### config.mk
export PLATFORM = sky130hd
export DESIGN_NAME = pc_branch_unit
export DESIGN_NICKNAME = d
export VERILOG_FILES = /design/src/rtl/pc_branch_unit.sv
export SDC_FILE = /design/constraint.sdc
export NUM_CORES = 1
export LEC_CHECK = 0
export ABC_AREA = 1
export CAP_MARGIN = 40
export CORE_UTILIZATION = 52
export CTS_BUF_LIST = sky130_fd_sc_hd__clkbuf_16
export DETAILED_ROUTE_END_ITERATION = 10
export PLACE_DENSITY = 0.88
export SETUP_SLACK_MARGIN = 0.05
export SLEW_MARGIN = 25
export SYNTH_ARGS = -nofsm -noshare
export SYNTH_HDL_FRONTEND = slang
export SYNTH_SLANG_ARGS = --single-unit
### constraint.sdc
create_clock -name clk -period 10.1 [get_ports clk]
set_input_delay 3.03 -clock clk [delete_from_list [all_inputs] [get_ports clk]]
set_output_delay 3.03 -clock clk [all_outputs]
set_load 0.005 [all_outputs]
### src/rtl/pc_branch_unit.sv
// Fetch-side next-PC stage: holds the PC and picks the sequential, branch, jump or register target.
// Any redirect target that is misaligned or outside instruction memory locks the unit in a sticky fault.
module pc_branch_unit #(
  parameter logic [31:0] RESET_PC = 32'h0000_3000,
  parameter int          IM_WORDS = 1024
) (
  input  logic        clk,
  input  logic        reset,
  input  logic        en,
  input  logic        cmp_eq,
  input  logic        cmp_ne,
  input  logic        cmp_lt,
  input  logic        cmp_le,
  input  logic        cmp_gt,
  input  logic        cmp_ge,
  input  logic        cmp_t,
  input  logic [2:0]  br_cond,
  input  logic        is_branch,
  input  logic [15:0] imm16,
  input  logic        is_jump,
  input  logic [25:0] instr_index,
  input  logic        is_jr,
  input  logic [31:0] rs_val,
  output logic [31:0] pc,
  output logic [31:0] pc_plus4,
  output logic [31:0] link_addr,
  output logic        taken,
  output logic        fault,
  output logic [31:0] fault_addr
);

  localparam logic [31:0] MEM_END = RESET_PC + 32'(IM_WORDS * 4);

  typedef enum logic {RUN, FAULT} state_t;

  state_t      state_q, state_d;
  logic [31:0] pc_q, pc_d;
  logic [31:0] fault_addr_q, fault_addr_d;

  logic [31:0] br_target;
  logic [31:0] j_target;
  logic [31:0] target;
  logic        cond;
  logic        redirect;
  logic        target_bad;

  always_ff @(posedge clk) begin
    if (reset) begin
      pc_q         <= RESET_PC;
      state_q      <= RUN;
      fault_addr_q <= 32'd0;
    end else begin
      pc_q         <= pc_d;
      state_q      <= state_d;
      fault_addr_q <= fault_addr_d;
    end
  end

  always_comb begin
    pc_plus4  = pc_q + 32'd4;
    br_target = pc_plus4 + {{14{imm16[15]}}, imm16, 2'b00};
    j_target  = {pc_plus4[31:28], instr_index, 2'b00};

    case (br_cond)
      3'd0:    cond = cmp_eq;
      3'd1:    cond = cmp_ne;
      3'd2:    cond = cmp_lt;
      3'd3:    cond = cmp_le;
      3'd4:    cond = cmp_gt;
      3'd5:    cond = cmp_ge;
      3'd6:    cond = cmp_t;
      default: cond = 1'b0;
    endcase

    redirect = is_jr | is_jump | (is_branch & cond);

    if (is_jr)                  target = rs_val;
    else if (is_jump)           target = j_target;
    else if (is_branch && cond) target = br_target;
    else                        target = pc_plus4;

    // Sequential fall-through off the end of memory is deliberately not checked.
    target_bad = redirect && ((target[1:0] != 2'b00) ||
                              (target < RESET_PC) ||
                              (target >= MEM_END));

    pc_d         = pc_q;
    state_d      = state_q;
    fault_addr_d = fault_addr_q;
    if (state_q == RUN && en) begin
      if (target_bad) begin
        state_d      = FAULT;
        fault_addr_d = target;
      end else begin
        pc_d = target;
      end
    end
  end

  assign pc         = pc_q;
  assign link_addr  = pc_plus4;
  assign taken      = redirect && (state_q == RUN);
  assign fault      = (state_q == FAULT);
  assign fault_addr = fault_addr_q;

endmodule
* Word level (Yosys, flattened, before mapping)
Index checks and enable logic that the tools add are counted.
** Cells by class
- Eq/ne operators :: 6
- Bitwise logic cells :: 5
- Reductions and logical operators :: 10
- Magnitude comparators :: 2
- $add $sub $neg :: 2
- Multiplexer cells :: 4
** Operator list (number)
- 2-to-1 mux 32 bit :: 3
- adder 32 x 3 -> 32 bit (second input constant) :: 1
- adder 32 bit :: 1
- >= comparator 32 x 15 -> 1 bit (second input constant) :: 1
- < comparator 32 x 14 -> 1 bit (second input constant) :: 1
- equality test 3 bit (second input constant) :: 3
- one-hot mux 1 bit (7 select lines) :: 1
- equality test 3 x 2 -> 1 bit (second input constant) :: 2
- logical AND 1 bit :: 4
- AND reduction 2 bit :: 2
- equality test 3 x 1 -> 1 bit (second input constant) :: 1
- logical NOT 3 bit :: 1
- logical OR 1 bit :: 2
- inverter 1 bit :: 2
- bitwise OR 1 bit :: 2
- nonzero test 2 bit :: 1
- bitwise AND 1 bit :: 1
** Storage, ports and cells
- Flip-flop bits (word level) :: 65
- Word-level logic and storage cells :: 32
- Output and inout bits :: 130
- Bits of input ports :: 90

* Depth between registers and ports, before layout
Gate-level depths: netlist of run 1.
- Depth in word-level cells :: 12
- Mapped depth :: 31
- Depth with buffers taken out :: 31

* Least setup slack after synthesis of run 1
Ideal clock, no wire load.
- Path kind :: input port to output port
- Start point :: in br_cond[1]
- End point :: out taken
- Buffers on the path :: 1
- Stages :: 8
- Arrival :: 3.790 ns
- Required time :: 7.070 ns
- Slack :: 3.280 ns
- Cells stage by stage :: inv_2 nand3_1 nand2_1 inv_1 nand2_1 nand3_2 buf_2 a21oi_1
** Between the ends
- Word-level cells in the longest chain between the ends :: 5
- Elaborated cells between the ends (all ways) :: 11
- Classes of those cells :: eq/ne: 6; mux: 1; bitwise: 2; reduce/logical: 2
** RTL lines
- from (decl) :: line 17 : input logic [2:0] br_cond,
- equality test 3 bit, or another cell as far along :: line 64 : case (br_cond)
- one-hot mux 1 bit (7 select lines) * :: line 64
- bitwise AND 1 bit * :: line 75 : redirect = is_jr | is_jump | (is_branch & cond);
- bitwise OR 1 bit * :: line 75
- logical AND 1 bit * :: line 102 : assign taken = redirect && (state_q == RUN);
- to (decl) :: line 27 : output logic taken,
Every way passes the cells marked *; elsewhere a longest branch is shown, timed or not.

* Worst setup path after layout of run 1
Ends and elaborated chain as after synthesis.

==> results.json, run 1 <==
{
  "outcome": "complete, no violations",
  "async_reset_ff_frac": 0,
  "most_frequently_used_flop_master_after_synthesis": "dfxtp_1",
  "final_cell_mix": "nand2_1 (388), clkdlybuf4s50_1 (219), inv_1 (160)",
  "synth.net_count": 1373,
  "finClkSkew_ns": 0.00655,
  "overflow": 0,
  "insertion_delay_ns": 0.33,
  "floorplan.die.width_um": 119,
  "start_kind": "input pin",
  "finalSetupViolCount": 0,
  "synth.cell_area_um2": 7090,
  "detail_route.vias_per_cell": 5.48,
  "worst_path_max_fanout": 18,
  "ctsRootBufferMaster": "clkbuf_16",
  "cts_setup_buffers": 0,
  "yosys.cell_types.count": 44,
  "synthToLayoutAreaGrowth_pct": 33.6,
  "dieArea_um2": 14100,
  "timing.max_cap.violations": 0,
  "post-route-worst-setup-slack_ns": 2.00,
  "most_common_library_cell_in_the_layout_ignoring_fill_and_taps": "nand2_1",
  "num-nets-final": 1535,
  "drt-total-wl_um": 26300,
  "placement_rows": 42,
  "die_h_um": 119,
  "cts.sinks": 65,
  "total_chip_power_uw": 966,
  "synth_edf_count": 0,
  "crit_end_element": "output pin",
  "hold_fix_buffers_cts": 0,
  "global_route_wire_length_before_repair_um": 41600,
  "detailed_place_hpwl_um": 20600,
  "avgRoutedWirePerCell_um": 16.5,
  "fin_setup_tns_ns": 0,
  "criticalPathCategory": "input pin to output pin",
  "yosys_register_bits": 65,
  "globalRouteTotalUtil": 0.373,
  "clk_pin_slew_ns": 0.05,
  "finalInstanceArea_um2": 9460,
  "synth_sequential_area_ratio": 0.184,
  "cts-resized-gates": 0,
  "layout-drive-gt1-share": 0.0593,
  "core_area_um2": 13200,
  "critPathSlowestCell": "clkdlybuf4s50_1",
  "final-instance-count-excl-fill": 1592,
  "post-route-min-period_ns": 8.10,
  "period_share": 0.802,
  "dpl_cell_area_um2": 9130,
  "worst_ep_arrival_time_ns": 5.07,
  "hold_violation_count_in_the_final_report": 0,
  "worst_path_dominant_cell_family": "buffers and inverters",
  "maxSlewHeadroom": 0.462,
  "worstHoldPathType": "flop to flop",
  "start_util": 0.535,
  "h_tree_levels": 3,
  "worst-slew-pin-transition_ns": 0.806,
  "drv_slew": 0,
  "ys.warnings.count": 0,
  "placed_cells": 1575,
  "grt_start_max_net_pins": 79,
  "path_buf_inv": 3,
  "cts_tree": "done",
  "firstDrtPassIters": 6,
  "crit_required_ns": 7.07,
  "grt_setup_unrepaired": "false",
  "drt_iter0_drc": 901,
  "ctsLongestPathBuffers": 2,
  "leakagePower_uw": 0.00450,
  "ioPinCount": 220,
  "worst_ir_drop_vdd_mv": 0.117,
  "synthesized_area_divided_by_synthesized_cell_count_um2": 5.67,
  "maxClockFrequency_mhz": 124,
  "antenna_violations_before_repair": 0,
  "cells_traversed_along_the_worst_timing_path": "clkdlybuf4s50_1 -> inv_2 -> nand2_1 -> nand3_1 -> nand2_1 -> nand3_2 -> a21oi_1 -> clkdlybuf4s50_1",
  "vias": 8730,
  "power.density_nw_per_um2": 102,
  "netlist_instances": 1249,
  "drc_errors": 0,
  "cpPeakStageDelay_ns": 0.55,
  "antenna_cells": 0,
  "detailedPlace.worstSlack_ns": 2.05,
  "first_global_vias": 8064,
  "drtAntennaViolNets": 0,
  "numCtsBuffers": 9,
  "finalWeightedCongestion": 0.969,
  "port_buffers": 219
}
flip-flops by register name, summed over array words and instances, names as in the netlist:
signal	count
fault_addr	32
pc	32
fault	1
routing by layer:
layer	share of wire	vias to the layer above	global-route usage
met5	0	-	0
met3	0.081	81	0.0502
met1	0.41	3889	0.478
met2	0.47	481	0.634
met4	0.036	0	0.133
li1	-	4279	-
report_power, final:
group	leakage [uW]	switching [uW]	internal [uW]	total [uW]
Sequential	0.000533	16.9	274	291
Clock	0.000150	116	213	329
Combinational	0.00381	192	154	346
Total	0.00450	324	642	966
metrics by stage:
stage	hold slack [ns]	util
3_3_place_gp	0.451	0.685
5_1_grt	0.487	0.715
4_1_cts	0.464	0.712
3_5_place_dp	0.457	0.689
6_report	0.467	0.715
2_1_floorplan	0.449	-
cell families after synthesis:
kind of cell | Yosys count | synth area share
AOI/OAI and AO/OA | 139 | 0.109
xor gates and xnor gates | 22 | 0.0272
adders and majority gates | 34 | 0.0611
buffers and inverters | 240 | 0.153
DFF | 65 | 0.184
and+or+nand+nor | 749 | 0.467
layout make-up:
class / instances / area (um2)
Multi-Input combinational cell: 944 / 4710
Fill cell: 1149 / 3780
Timing Repair Buffer: 226 / 2300
Sequential cell: 65 / 1300
Inverter: 165 / 619
Clock buffer: 9 / 225
Tap cell: 176 / 220
Clock inverter: 7 / 85.1
synth_stat cells (all sizes together), types with 2 or more instances:
cell	instances	share of area
a21boi	7	0.0085
a21oi	104	0.078
a22oi	2	0.0021
buf	55	0.055
clkbuf	20	0.011
dfxtp	65	0.18
ha	33	0.058
inv	164	0.087
nand2	391	0.21
nand3	127	0.094
nand3b	14	0.017
nand4	29	0.026
nor2	144	0.085
nor2b	7	0.0062
nor3	17	0.013
o21ai	22	0.016
or2	18	0.016
xnor2	5	0.0062
xor2	17	0.021
path summary, 6_finish.rpt:
check,from,endpoint,cells after the start,slack [ns]
worst max register to register,pc[4]$_SDFFE_PP0P_,pc[31]$_SDFFE_PP0P_,28,4.63
worst min register to register,fault_addr[11]$_SDFFE_PP0P_,fault_addr[11]$_SDFFE_PP0P_,2,0.47
worst min-delay path,fault_addr[11]$_SDFFE_PP0P_,fault_addr[11]$_SDFFE_PP0P_,2,0.47
worst max-delay path,br_cond[1],taken,8,2.00
worst register-to-register path: cells and delay by family (launching register included):
kind | cells | cell delay, ns
DFF | 1 | 0.52
AOI/OAI and AO/OA | 2 | 0.88
xor gates and xnor gates | 1 | 0.43
adders and majority gates | 1 | 0.40
buffers and inverters | 1 | 0.25
and+or+nand+nor | 23 | 2.91
Power figures use the tool's default switching activity.
==> run 2: changes to the inputs <==
--- a/config.mk
+++ b/config.mk
@@ -7,10 +7,10 @@
 export LEC_CHECK = 0
 export ABC_AREA = 1
 export CAP_MARGIN = 40
-export CORE_UTILIZATION = 52
+export CORE_UTILIZATION = 49
 export CTS_BUF_LIST = sky130_fd_sc_hd__clkbuf_16
 export DETAILED_ROUTE_END_ITERATION = 10
-export PLACE_DENSITY = 0.88
+export PLACE_DENSITY = 0.83
 export SETUP_SLACK_MARGIN = 0.05
 export SLEW_MARGIN = 25
 export SYNTH_ARGS = -nofsm -noshare
==> constraint.sdc (replaced) <==
create_clock -name clk -period 8 [get_ports clk]
set_input_delay 2.4 -clock clk [delete_from_list [all_inputs] [get_ports clk]]
set_output_delay 2.4 -clock clk [all_outputs]
set_load 0.005 [all_outputs]
==> results.json, run 2 (synthesis results as in run 1) <==
{
  "cts_setup_buffers": 0,
  "start_kind": "input pin",
  "numCtsBuffers": 9,
  "power_frac_seq": 0.299,
  "crit_required_ns": 5.60,
  "path_buf_inv": 3,
  "criticalPathCategory": "input pin to output pin",
  "worst-slew-pin-transition_ns": 0.810,
  "ctsRootBufferMaster": "clkbuf_16",
  "cts.sinks": 65,
  "most_common_library_cell_in_the_layout_ignoring_fill_and_taps": "nand2_1",
  "r2r_slack_ns": 2.75,
  "power.switching_uw": 414,
  "switching_part_of_the_total_power": 0.337,
  "ioPinCount": 220,
  "r2r_end": "pc[8]$_SDFFE_PP0P_",
  "hp-start": "fault_addr[29]$_SDFFE_PP0P_",
  "cts_tree": "done",
  "worst_hold_path_cell_count": 2,
  "cts-resized-gates": 0,
  "core_area_um2": 14000,
  "grt_setup_unrepaired": "false",
  "dieArea_um2": 14900,
  "vias": 8636,
  "timing.max_cap.violations": 0,
  "port_buffers": 219,
  "finClkSkew_ns": 0.00776,
  "first_global_vias": 7818,
  "cp.depth": 9,
  "die_h_um": 122,
  "h_tree_levels": 3,
  "detail_route.vias_per_cell": 5.40,
  "avgRoutedWirePerCell_um": 16.5,
  "crit_path_end": "taken",
  "crit_end_element": "output pin",
  "hold_violation_count_in_the_final_report": 0,
  "worstHoldPathType": "flop to flop",
  "drt-total-wl_um": 26300,
  "clk_pin_slew_ns": 0.06,
  "worst_path_max_fanout": 14,
  "drt_iter0_drc": 822,
  "insertion_delay_ns": 0.34,
  "drc_errors": 0,
  "grt_start_max_net_pins": 79,
  "worst_ir_drop_vdd_mv": 0.148,
  "synthToLayoutAreaGrowth_pct": 33.6,
  "antenna_cells": 0,
  "detailed_place_hpwl_um": 20900,
  "leakagePower_uw": 0.00450,
  "finalInstanceArea_um2": 9470,
  "dpl_cell_area_um2": 9150,
  "share_comb_of_total_power": 0.355,
  "critPathSlowestCell": "clkdlybuf4s50_1",
  "fin_setup_tns_ns": 0,
  "antenna_violations_before_repair": 1,
  "setup.worst_path.start": "br_cond[1]",
  "cpPeakStageDelay_ns": 0.54,
  "period_share": 0.840,
  "maxClockFrequency_mhz": 149,
  "final_cell_mix": "nand2_1 (388), clkdlybuf4s50_1 (219), inv_1 (160)",
  "firstDrtPassIters": 5,
  "layout-drive-gt1-share": 0.0627,
  "finalWeightedCongestion": 0.967,
  "hold_fix_buffers_cts": 0,
  "overflow": 0,
  "drtAntennaViolNets": 0,
  "start_util": 0.507,
  "placement_rows": 43,
  "floorplan.die.width_um": 122,
  "cells_traversed_along_the_worst_timing_path": "clkdlybuf4s50_1 -> inv_2 -> nand2_1 -> nand3_1 -> nand2_1 -> nand2_1 -> nand3_2 -> a21oi_1 -> clkdlybuf4s50_1",
  "power.density_nw_per_um2": 130,
  "finalSetupViolCount": 0,
  "num-nets-final": 1538,
  "clkPwrFrac": 0.346,
  "cell_internal_pwr_uw": 813,
  "post-route-min-period_ns": 6.72,
  "reg2reg_from": "pc[4]$_SDFFE_PP0P_",
  "ff2ff_path_depth": 27,
  "worst_path_dominant_cell_family": "buffers and inverters",
  "drv_slew": 0,
  "global_route_wire_length_before_repair_um": 40700,
  "layout.core_utilization": 0.677,
  "worst_ep_arrival_time_ns": 4.32,
  "globalRouteTotalUtil": 0.352,
  "maxSlewHeadroom": 0.459,
  "outcome": "complete, no violations",
  "ctsLongestPathBuffers": 2,
  "path_common_cell": "nand2_1"
}
-- run 2: worst min path at each step --
stage / end / slack (ns)
2_1_floorplan: fault_addr[24]$_SDFFE_PP0P_ / 0.45
3_3_place_gp: fault_addr[13]$_SDFFE_PP0P_ / 0.45
3_5_place_dp: fault_addr[30]$_SDFFE_PP0P_ / 0.45
4_1_cts: fault_addr[30]$_SDFFE_PP0P_ / 0.46
5_1_grt: fault_addr[31]$_SDFFE_PP0P_ / 0.48
6_report: fault_addr[29]$_SDFFE_PP0P_ / 0.46
-- run 2: layout make-up --
| class | instances | area (um2) |
|---|---|---|
| clock buffers | 9 | 225 |
| flip-flops and latches | 65 | 1300 |
| multi-input cells | 944 | 4710 |
| inverters | 165 | 619 |
| repair buffers | 229 | 2290 |
| well taps | 180 | 225 |
| fillers | 1329 | 4520 |
| clock inverters | 7 | 95.1 |
-- run 2: through the flow --
stage / std cells / hold slack (ns) / power, uW / setup slack [ns]
after CTS: 1599 / 0.460 / 1230 / 1.29
final: 1599 / 0.463 / 1230 / 1.28
after global placement: 1582 / 0.450 / 797 / 1.34
after detailed placement: 1583 / 0.453 / 801 / 1.30
after global routing: 1599 / 0.482 / 1290 / 1.13
after floorplan: 1249 / 0.449 / 617 / 2.44
-- run 2: per-layer routing --
layer	up-vias	GRT usage	routed length, um
met2	401	0.593	12300
met3	53	0.0604	2170
li1	4280	-	-
met1	3902	0.455	11200
met4	0	0.107	655
met5	-	0	0
-- run 2: tightest hold or removal path, cell delays in order (launching register included) --
cell and delay, ns:
dfxtp_1 0.31, nand2_1 0.06, a21oi_1 0.05
-- run 2: power by group through the flow --
stage	sequential, uW	clock [uW]	combinational (uW)
floorplan	370	0	246
global placement	373	0	424
detailed placement	374	0	428
CTS	367	427	432
global route	369	439	480
finish	367	424	435
